==> config.mk <==
export PLATFORM = sky130hd
export DESIGN_NAME = aiken_to_bcd_deser_flat
export DESIGN_NICKNAME = d
export VERILOG_FILES = /design/src/rtl/aiken_if.sv /design/src/rtl/aiken_to_bcd_deser.sv /design/src/flat_wrapper.sv
export SDC_FILE = /design/constraint.sdc
export NUM_CORES = 1
export LEC_CHECK = 0
export ABC_AREA = 1
export CAP_MARGIN = 20
export CORE_MARGIN = 2
export CORE_UTILIZATION = 55
export CTS_BUF_LIST = sky130_fd_sc_hd__clkbuf_8
export DETAILED_ROUTE_END_ITERATION = 8
export PLACE_DENSITY = 0.93
export SLEW_MARGIN = 10
export SYNTH_ARGS = -nofsm -noshare
export SYNTH_HDL_FRONTEND = slang
export SYNTH_SLANG_ARGS = --single-unit
==> constraint.sdc <==
create_clock -name clk -period 3.05 [get_ports clk]
set_input_delay 0.7625 -clock clk [delete_from_list [all_inputs] [get_ports clk]]
set_output_delay 0.7625 -clock clk [all_outputs]
set_load 0.05 [all_outputs]
==> src/rtl/aiken_if.sv <==
// Handshake bundle between a 2421 digit source and the Aiken-to-BCD deserializer.
interface aiken_if #(
  parameter int unsigned NDIG = 4
);
  localparam int unsigned NW = $clog2(NDIG + 1);

  logic              in_valid;
  logic              in_ready;
  logic [3:0]        in_digit;
  logic              flush;
  logic              out_valid;
  logic              out_ready;
  logic [4*NDIG-1:0] out_bcd;
  logic [NW-1:0]     out_ndig;
  logic              out_err;

  // Digit source / word consumer side
  modport master (
    output in_valid, in_digit, flush, out_ready,
    input  in_ready, out_valid, out_bcd, out_ndig, out_err
  );

  // Deserializer side
  modport slave (
    input  in_valid, in_digit, flush, out_ready,
    output in_ready, out_valid, out_bcd, out_ndig, out_err
  );
endinterface

==> src/rtl/aiken_to_bcd_deser.sv <==
// Aiken (2421) digit stream to packed 8421 BCD word deserializer.
// Digit 0 lands in the most-significant nibble; invalid codes are stored as
// zero and flag the word. Optional macro AIKEN_ERR_CNT_EN adds err_cnt, a
// saturating count of invalid digits accepted since reset.
module aiken_to_bcd_deser #(
  parameter int unsigned NDIG = 4
) (
  input  logic       clk,
  input  logic       rst,
  aiken_if.slave     bus
`ifdef AIKEN_ERR_CNT_EN
  ,
  output logic [7:0] err_cnt
`endif
);

  localparam int unsigned AW = 4 * NDIG;
  localparam int unsigned CW = $clog2(NDIG);
  localparam int unsigned NW = $clog2(NDIG + 1);

  typedef enum logic {
    S_COLLECT = 1'b0,
    S_HOLD    = 1'b1
  } state_t;

  state_t          r_state;
  logic [CW-1:0]   r_cnt;
  logic [AW-1:0]   r_asm;
  logic            r_err;
  logic            r_in_ready;
  logic            r_out_valid;
  logic [AW-1:0]   r_out_bcd;
  logic [NW-1:0]   r_out_ndig;
  logic            r_out_err;

  logic [3:0]      w_dec;
  logic            w_inv;
  logic            w_accept;
  logic            w_last;
  logic            w_close;
  logic [NW-1:0]   w_held;
  logic [AW-1:0]   w_asm_next;

  // 2421 to 8421 decode; anything outside the Aiken set reads as zero + error
  always_comb begin
    w_dec = 4'd0;
    w_inv = 1'b0;
    case (bus.in_digit)
      4'b0000: w_dec = 4'd0;
      4'b0001: w_dec = 4'd1;
      4'b0010: w_dec = 4'd2;
      4'b0011: w_dec = 4'd3;
      4'b0100: w_dec = 4'd4;
      4'b1011: w_dec = 4'd5;
      4'b1100: w_dec = 4'd6;
      4'b1101: w_dec = 4'd7;
      4'b1110: w_dec = 4'd8;
      4'b1111: w_dec = 4'd9;
      default: w_inv = 1'b1;
    endcase
  end

  // Accept qualification, close decision and assembly word including this cycle's digit
  always_comb begin
    w_accept   = bus.in_valid & (r_state == S_COLLECT);
    w_held     = NW'(r_cnt) + NW'(w_accept);
    w_last     = w_accept & (r_cnt == CW'(NDIG - 1));
    w_close    = w_last | (bus.flush & (r_state == S_COLLECT) & (w_held != '0));
    w_asm_next = r_asm;
    for (int i = 0; i < int'(NDIG); i++) begin
      if (w_accept && (r_cnt == CW'(i))) begin
        w_asm_next[4*(int'(NDIG)-1-i) +: 4] = w_dec;
      end
    end
  end

  // Collect/hold state machine with registered handshake and word outputs
  always_ff @(posedge clk) begin
    if (rst) begin
      r_state     <= S_COLLECT;
      r_cnt       <= '0;
      r_asm       <= '0;
      r_err       <= 1'b0;
      r_in_ready  <= 1'b1;
      r_out_valid <= 1'b0;
      r_out_bcd   <= '0;
      r_out_ndig  <= '0;
      r_out_err   <= 1'b0;
    end else begin
      case (r_state)
        S_COLLECT: begin
          if (w_close) begin
            r_state     <= S_HOLD;
            r_in_ready  <= 1'b0;
            r_out_valid <= 1'b1;
            r_out_bcd   <= w_asm_next;
            r_out_ndig  <= w_held;
            r_out_err   <= r_err | (w_accept & w_inv);
            r_cnt       <= '0;
            r_asm       <= '0;
            r_err       <= 1'b0;
          end else if (w_accept) begin
            r_cnt <= r_cnt + CW'(1);
            r_asm <= w_asm_next;
            r_err <= r_err | w_inv;
          end
        end
        S_HOLD: begin
          // Word handed over; the assembly side is already clear
          if (bus.out_ready) begin
            r_state     <= S_COLLECT;
            r_in_ready  <= 1'b1;
            r_out_valid <= 1'b0;
            r_out_bcd   <= '0;
            r_out_ndig  <= '0;
            r_out_err   <= 1'b0;
            r_cnt       <= '0;
            r_asm       <= '0;
            r_err       <= 1'b0;
          end
        end
        default: r_state <= S_COLLECT;
      endcase
    end
  end

`ifdef AIKEN_ERR_CNT_EN
  logic [7:0] r_err_cnt;

  // Saturating count of invalid digits accepted since reset
  always_ff @(posedge clk) begin
    if (rst) begin
      r_err_cnt <= 8'd0;
    end else if (w_accept && w_inv && (r_err_cnt != 8'hFF)) begin
      r_err_cnt <= r_err_cnt + 8'd1;
    end
  end

  assign err_cnt = r_err_cnt;
`endif

  assign bus.in_ready  = r_in_ready;
  assign bus.out_valid = r_out_valid;
  assign bus.out_bcd   = r_out_bcd;
  assign bus.out_ndig  = r_out_ndig;
  assign bus.out_err   = r_out_err;

endmodule

==> src/flat_wrapper.sv <==
// flat-port wrapper written by rule: the top's interface ports become plain ports
module aiken_to_bcd_deser_flat 
#(
  parameter int unsigned NDIG = 4
)
  (clk, rst, bus_in_valid, bus_in_digit, bus_flush, bus_out_ready, bus_in_ready, bus_out_valid, bus_out_bcd, bus_out_ndig, bus_out_err);
  aiken_if #(.NDIG(NDIG)) bus_i ();
  input  logic clk;
  input  logic rst;
  input wire logic [$bits(bus_i.in_valid)-1:0] bus_in_valid;
  input wire logic [$bits(bus_i.in_digit)-1:0] bus_in_digit;
  input wire logic [$bits(bus_i.flush)-1:0] bus_flush;
  input wire logic [$bits(bus_i.out_ready)-1:0] bus_out_ready;
  output wire logic [$bits(bus_i.in_ready)-1:0] bus_in_ready;
  output wire logic [$bits(bus_i.out_valid)-1:0] bus_out_valid;
  output wire logic [$bits(bus_i.out_bcd)-1:0] bus_out_bcd;
  output wire logic [$bits(bus_i.out_ndig)-1:0] bus_out_ndig;
  output wire logic [$bits(bus_i.out_err)-1:0] bus_out_err;
  assign bus_i.in_valid = bus_in_valid;
  assign bus_i.in_digit = bus_in_digit;
  assign bus_i.flush = bus_flush;
  assign bus_i.out_ready = bus_out_ready;
  assign bus_in_ready = bus_i.in_ready;
  assign bus_out_valid = bus_i.out_valid;
  assign bus_out_bcd = bus_i.out_bcd;
  assign bus_out_ndig = bus_i.out_ndig;
  assign bus_out_err = bus_i.out_err;
  aiken_to_bcd_deser #(.NDIG(NDIG)) u_core (.clk(clk), .rst(rst), .bus(bus_i));
endmodule
# == Word-level counts from Yosys, hierarchy flattened ==
# Index checks and enable logic that the tools add are counted.
# totals
register_bits,42
input_bits,9
word_cells,78
out_inout_bits,22
# classes
bitwise,9
reduce_logical,10
addsub,2
n_mux,33
eq_ne,15
# ops
cell,count
$mux 16,4
$pmux 16 s2,2
$pmux 4 s9,1
$eq 4x4->1 const B,5
$mux 4,4
$mux 1,10
$pmux 1 s2,5
$reduce_or 10->1,1
$eq 4x2->1 const B,2
$mux 2,3
$mux 3,2
$pmux 3 s2,1
$and 1x1->1,5
$eq 2x2->1 const B,2
$eq 4x1->1 const B,1
$eq 4x3->1 const B,1
$logic_and 1x1->1,4
$logic_not 4->1,1
$pmux 2 s2,1
$reduce_and 2->1,2
$add 2x1->3,1
$ne 3x1->1 const B,1
$or 1x1->1,3
$reduce_bool 3->1,1
6 further kinds,6

# == Longest topological paths before layout ==
# Gate-level depths: netlist (run 1).
# depth
ltp_word,8
ltp_mapped,13
mapped_depth_nobuf,12

# == Least setup slack after synthesis (run 1) ==
# No wires, ideal clock.
# synth_timing
path_type,in2reg
startpoint,in bus_in_valid
endpoint,"reg u_core.r_out_valid, in the netlist u_core.bus.out_valid"
t_arrival_ns,2.066
n_path_buf,1
required_time_ns,2.936
slack_ns,0.869
stages,13
setup_ns,0.114
path_cell_list,inv_2 > nor2_4 > ha_1 > ha_1 > nor2_1 > nand2_1 > nand2_2 > nand2_1 > nand2_1 > inv_2 > buf_4 > a21oi_1 > inv_1
# synth_between
elab_chain_len,7
word_cells_on_any_way,8
cone_classes,add/sub (1); eq/ne (1); bitwise (4); reduce/logical (2)
# synth_lines
element,line_no,rtl
"start, declared",flat_wrapper.sv:10,input wire logic [$bits(bus_i.in_valid)-1:0] bus_in_valid;
$and 1x1->1 *,aiken_to_bcd_deser.sv:65,w_accept = bus.in_valid & (r_state == S_COLLECT);
$add 2x1->3,aiken_to_bcd_deser.sv:66,w_held = NW'(r_cnt) + NW'(w_accept);
$reduce_bool 3->1,aiken_to_bcd_deser.sv:68,w_close = w_last | (bus.flush & (r_state == S_COLLECT) & (w_held != '0));
$and 1x1->1,aiken_to_bcd_deser.sv:68,
$or 1x1->1 *,aiken_to_bcd_deser.sv:68,
$ne 2x1->1 (no source line) *,-,
$reduce_and 2->1 (no source line) *,-,
"end signal, assigned",aiken_to_bcd_deser.sv:85,r_out_valid <= 1'b0;
"end signal, assigned",aiken_to_bcd_deser.sv:95,r_out_valid <= 1'b1;
"end signal, assigned",aiken_to_bcd_deser.sv:113,r_out_valid <= 1'b0;
"end, declared",aiken_to_bcd_deser.sv:31,logic r_out_valid;
# Mark *: on every way between the ends. The rest lies on a longest branch, timed or not.
# A chain may end at the register's enable or synchronous reset.

# == Final worst setup path (run 1) ==
# layout_timing
startpoint,in bus_in_valid
endpoint,"reg u_core.r_out_bcd[8], in the netlist u_core.bus.out_bcd[8]"
# layout_between
elab_chain_len,7
word_cells_on_any_way,12
cone_classes,add/sub (1); eq/ne (1); mux (3); bitwise (4); reduce/logical (3)
# layout_lines
element,line_no,rtl
$and 1x1->1 *,aiken_to_bcd_deser.sv:65,
$add 2x1->3,aiken_to_bcd_deser.sv:66,
$reduce_bool 3->1,aiken_to_bcd_deser.sv:68,
$and 1x1->1,aiken_to_bcd_deser.sv:68,
$or 1x1->1,aiken_to_bcd_deser.sv:68,
$ne 2x1->1 (no source line),-,
$reduce_and 2->1 (no source line),-,
"end signal, assigned",aiken_to_bcd_deser.sv:96,r_out_bcd <= w_asm_next;
"end, declared",aiken_to_bcd_deser.sv:32,logic [AW-1:0] r_out_bcd;
# Mark *: on every way between the ends. The rest lies on a longest branch, timed or not. The select of a mux whose other input is x is not followed.

==> out/metrics.cfg, run 1 <==
[worst_setup_path]
required_ps = 3270
end_kind = flop
worst_ep_arrival_time_ps = 2790
cp_cell_sequence = clkdlybuf4s50_1 > inv_2 > nor2_4 > ha_1 > ha_1 > nor2_1 > nand2_1 > nand2_2 > nand3_1 > nor2_2 > buf_4 > nand2_1 > o21ai_1
worstSetupPathType = input port to flop
worstPathMaxFanout = 10
cpPeakStageDelay_ps = 490
startpoint_type = input port
slowest_stage = clkdlybuf4s50_1

[sta]
setup_viol = 0
fin_skew_ps = 5.66
finalHoldViolCount = 0
tightest_slew_ps = 501
fin_crit_sh_pct = 84.3
fmax_ghz = 0.389
rsz0062_at_grt = no
fin_crit_ps = 2570
slew_viol_final = 0
slew-limit-headroom_pct = 66.5
final.setup.tns_ps = 0

[layout]
diodes = 0
fin_cells = 363
synthToLayoutAreaGrowth_pct = 22.7
final_net_count = 331
drive_gt1_share_pct = 8.20

[hold_path]
hold_path.class = flop to flop

[flow_run]
drv_cap = 0

[global_route]
gr-total-overflow = 0
grt_pass1_wl_um = 7820
track_usage_pct = 24.8
antenna_found_initial = 0
grt_max_degree = 17
grt_pass1_vias = 1716

[floorplanning]
dieArea_mm2 = 0.00402
die_width_um = 63.4
rows = 21
core_mm2 = 0.00336
die_h_um = 63.4
ioPinCount = 31
initial_core_util_pct = 57.7

[yosys]
synth_top_area_share_pct = 43.3
ys_seq_area_share_pct = 43.3
synthCells = 281
synth_area_leaders = dfxtp_1 (43%), nand2_1 (16%), nor2_1 (8.5%)
syn-num-nets = 296
synth_top_area_cell = dfxtp_1
synth_area_mm2 = 0.00194
avgSynthCellArea_um2 = 6.91
yosys_warnings = 0
ys_seq_elements = 42
synth_cell_types = 23

[power]
leakagePower_nw = 1.06
power.density_mw_per_mm2 = 591
p_int_w = 0.000902
pwr-share-seq_pct = 44.2
power_switching_w = 0.000505
combPwrFrac_pct = 30.1
swShare_pct = 35.9
ir_drop_mv = 0.287
p_clk_share_pct = 25.8

[clock_network]
cts.clk_slew.worst_paths_ps = 80
cts_root_buf = clkbuf_8
postCtsSetupRepairBufs = 0
cts_resized = 0
numCtsBuffers = 5
ctsHoldBuffers = 0
cts.path.max_buffers = 2
htreeDepth = 2
cts_tree = yes
clk_latency_ps = 290
clock_sinks = 42

[outcome]
status = finished clean

[placement]
place.gp.congestion = 0.933
numPlacedInstances = 355
io_buffer_count = 30
hpwl_um = 3430

[routing]
drtIter0Drc = 137
antenna_left = 0
avgRoutedWirePerCell_um = 12.6
finalWirelength_um = 4570
viasPerCell = 5.13
vias = 1863
drc_errors = 0
first_pass_iters = 4

## flip-flops by register name, indices dropped and copies added (netlist names)
register,flops
u_core.bus.out_bcd,16
u_core.r_asm,16
u_core.bus.out_ndig,3
u_core.r_cnt,2
u_core.bus.in_ready,1
u_core.bus.out_err,1
u_core.bus.out_valid,1
u_core.r_err,1
u_core.r_state,1
## synthesized netlist by cell type
cell type and count:
inv_1 31, o21a_1 1, nand2_2 3, nand4_2 1, nor2_2 3, ha_1 6, o21ai_0 6, buf_6 1
o21ai_1 16, nand4_4 1, clkbuf_1 2, nand2_1 83, nand2_4 1, nor2_1 44, o211ai_1 1, dfxtp_1 42
nor2_4 1, nand4_1 2, buf_2 1, inv_2 4, buf_4 3, a21oi_1 11, nand3_1 17
## kinds of logic (layout without fill, tap and decap cells)
| logic type | count (synthesis) | after routing | share of synthesized area, % |
|---|---|---|---|
| adders and majority gates | 6 | 6 | 3.87 |
| AOI/OAI and AO/OA | 35 | 35 | 9.28 |
| DFF | 42 | 42 | 43.3 |
| and+or+nand+nor | 156 | 156 | 34.4 |
| buffers and inverters | 42 | 78 | 9.15 |
## worst paths after layout
check / from / end / slack [ps] / cells past startpoint
worst max-delay path: bus_in_valid / u_core.bus.out_bcd[8]$_SDFFE_PP0P_ / 480 / 13
worst min-delay path: u_core.r_asm[1]$_SDFFE_PP0P_ / u_core.r_asm[1]$_SDFFE_PP0P_ / 440 / 2
worst max register to register: u_core.r_state$_SDFF_PP0_ / u_core.bus.out_bcd[8]$_SDFFE_PP0P_ / 950 / 11
worst min register to register: u_core.r_asm[1]$_SDFFE_PP0P_ / u_core.r_asm[1]$_SDFFE_PP0P_ / 440 / 2
## area by class of cell
cell class | instances | area, um^2
clock buffer | 6 | 82.6
clock inverter | 2 | 8.76
fill | 287 | 981
inverter | 35 | 131
multi-input combinational | 197 | 923
sequential | 42 | 841
tap | 46 | 57.6
timing repair buffer | 35 | 338
## layout by cell type, fill, tap and decap left out, drive strengths merged, types with 4 or more instances in the layout
| cell | count |
|---|---|
| nand2 | 87 |
| nor2 | 48 |
| dfxtp | 42 |
| inv | 36 |
| clkdlybuf4s50 | 30 |
| o21ai | 22 |
| nand3 | 17 |
| a21oi | 11 |
| ha | 6 |
| clkbuf | 6 |
| buf | 5 |
| nand4 | 4 |
## worst max-delay path: cells and delay by family
family | cells | cell delay, ps
AO/OA/AOI/OAI | 1 | 80
adder cells (fa/ha/maj) | 2 | 430
AND/OR/NAND/NOR | 7 | 770
buffers and inverters | 3 | 740
## power groups by stage
stage	clock, W	combinational (W)	sequential [W]
2_1_floorplan	0	0.000236	0.000700
3_3_place_gp	0	0.000413	0.000632
3_5_place_dp	0	0.000419	0.000634
4_1_cts	0.000364	0.000420	0.000621
5_1_grt	0.000392	0.000467	0.000628
6_report	0.000362	0.000423	0.000621
## per-layer routing
layer  GRT usage (%)  wire [um]
met4            7.61         76
met5               0          0
met1            30.1       2000
met2            42.8       2230
met3            6.25        263
## stage by stage
stage | util (%) | setup WS, ps | hold slack, ps | area, um^2 | total power (W)
after floorplan | - | 869 | 405 | 1940 | 0.000936
final | 70.8 | 478 | 442 | 2380 | 0.00141
after global placement | 68.1 | 266 | 416 | 2290 | 0.00105
after global routing | 70.8 | 280 | 474 | 2380 | 0.00149
after detailed placement | 68.1 | 210 | 437 | 2290 | 0.00105
after CTS | 70.8 | 476 | 449 | 2380 | 0.00141
Power figures use the tool's default switching activity.
==> inputs of run 2 (changes only) <==
- clock period: 3.05 -> 2.7 ns (I/O delays scaled with it)
==> out/metrics.cfg, run 2 (same netlist as run 1, synthesis figures left out) <==
[sta]
slew_viol_final = 0
fmax_ghz = 0.397
slew-limit-headroom_pct = 64.2
rsz0062_at_grt = no
setup_viol = 0
fin_skew_ps = 4.70
fin_crit_ps = 2520
fin_crit_sh_pct = 93.4
tightest_slew_ps = 535
finalHoldViolCount = 0
final.setup.worst_slack_ps = 179

[power]
total_power_w = 0.00162
leakagePower_nw = 1.07
p_int_w = 0.00102
swShare_pct = 36.9
p_clk_share_pct = 25.9
pwr-share-seq_pct = 43.7
ir_drop_mv = 0.354
combPwrFrac_pct = 30.5
power_switching_w = 0.000597
power.density_mw_per_mm2 = 676

[floorplanning]
dieArea_mm2 = 0.00402
ioPinCount = 31
initial_core_util_pct = 57.7
die_width_um = 63.4
core_mm2 = 0.00336
die_h_um = 63.4
rows = 21

[clock_network]
cts_tree = yes
cts.clk_slew.worst_paths_ps = 70
ctsHoldBuffers = 0
cts.path.max_buffers = 2
cts_resized = 0
clk_latency_ps = 310
numCtsBuffers = 5
htreeDepth = 2
clock_sinks = 42
cts_root_buf = clkbuf_8
postCtsSetupRepairBufs = 0

[global_route]
grt_pass1_wl_um = 8410
antenna_found_initial = 0
gr-total-overflow = 0
track_usage_pct = 27.2
grt_max_degree = 17
grt_pass1_vias = 1840

[worst_setup_path]
critPathLaunch = bus_in_valid
worst_ep_arrival_time_ps = 2750
r2r-start = u_core.r_state$_SDFF_PP0_
end_kind = flop
worstSetupPathType = input port to flop
worstPathMaxFanout = 8
required_ps = 2930
startpoint_type = input port

[routing]
avgRoutedWirePerCell_um = 13.6
drtIter0Drc = 182
antenna_left = 0
drc_errors = 0
first_pass_iters = 4
viasPerCell = 5.29
finalWirelength_um = 4940
vias = 1927

[outcome]
status = finished clean

[layout]
synthToLayoutAreaGrowth_pct = 23.1
diodes = 0
layout_common_cells = nand2_1 (83), nor2_1 (44), dfxtp_1 (42), inv_1 (32), clkdlybuf4s50_1 (30)
drive_gt1_share_pct = 8.49
post-route-util_pct = 71.1
final_net_count = 332
final_common_cell = nand2_1
fill_cells = 293

[placement]
hpwl_um = 3450
place.gp.congestion = 0.961
place_ws_ps = -21.3
io_buffer_count = 30

[hold_path]
min-delay-start = u_core.r_asm[2]$_SDFFE_PP0P_
hold_path.class = flop to flop

[flow_run]
drv_cap = 0

==> run 2: per-layer routing <==
layer	vias to the layer above	global-route usage [%]	part of all wire, %
li1	942	-	-
met2	81	45.8	50
met5	-	0	0
met1	888	32.2	40
met4	0	15.8	3.1
met3	16	5.18	6.8
==> run 2: stage by stage <==
| stage | cell area, um^2 | hold WS [ps] | setup TNS, ps | instances |
|---|---|---|---|---|
| after global placement | 2300 | 419 | 0 | 356 |
| after CTS | 2390 | 433 | 0 | 364 |
| after global routing | 2390 | 441 | 0 | 364 |
| final | 2390 | 434 | 0 | 364 |
| after detailed placement | 2300 | 421 | -123 | 356 |
| after floorplan | 1940 | 405 | 0 | 281 |
==> run 2: final cells by class <==
type                            count  area (um^2)  share of cell area [%]
Clock buffer                        6         82.6                    3.46
Multi-Input combinational cell    197          923                    38.6
Clock inverter                      2         8.76                   0.366
Timing Repair Buffer               36          345                    14.5
Tap cell                           46         57.6                    2.41
Inverter                           35          131                    5.50
Sequential cell                    42          841                    35.2
==> run 2: final timing paths <==
check	slack (ps)	end	cells past startpoint
max	180	u_core.r_cnt[1]$_SDFFE_PP0P_	12
min reg2reg	430	u_core.r_asm[2]$_SDFFE_PP0P_	2
max reg2reg	570	u_core.r_cnt[1]$_SDFFE_PP0P_	10
min	430	u_core.r_asm[2]$_SDFFE_PP0P_	2
==> run 2: critical path: stages <==
cell and delay, ps:
clkdlybuf4s50_1 490, inv_2 50, nor2_4 130, ha_1 170, ha_1 240, nor2_1 90
nand2_1 60, nand2_2 130, nand3_1 120, inv_1 240, nand3_1 130, a21oi_1 210
==> run 2: power by group through the flow <==
stage | Clock, W | Combinational (W) | Sequential, W
after floorplan | 0 | 0.000266 | 0.000791
after global placement | 0 | 0.000464 | 0.000714
after detailed placement | 0 | 0.000474 | 0.000715
after CTS | 0.000415 | 0.000484 | 0.000704
after global routing | 0.000445 | 0.000534 | 0.000710
final | 0.000418 | 0.000493 | 0.000706
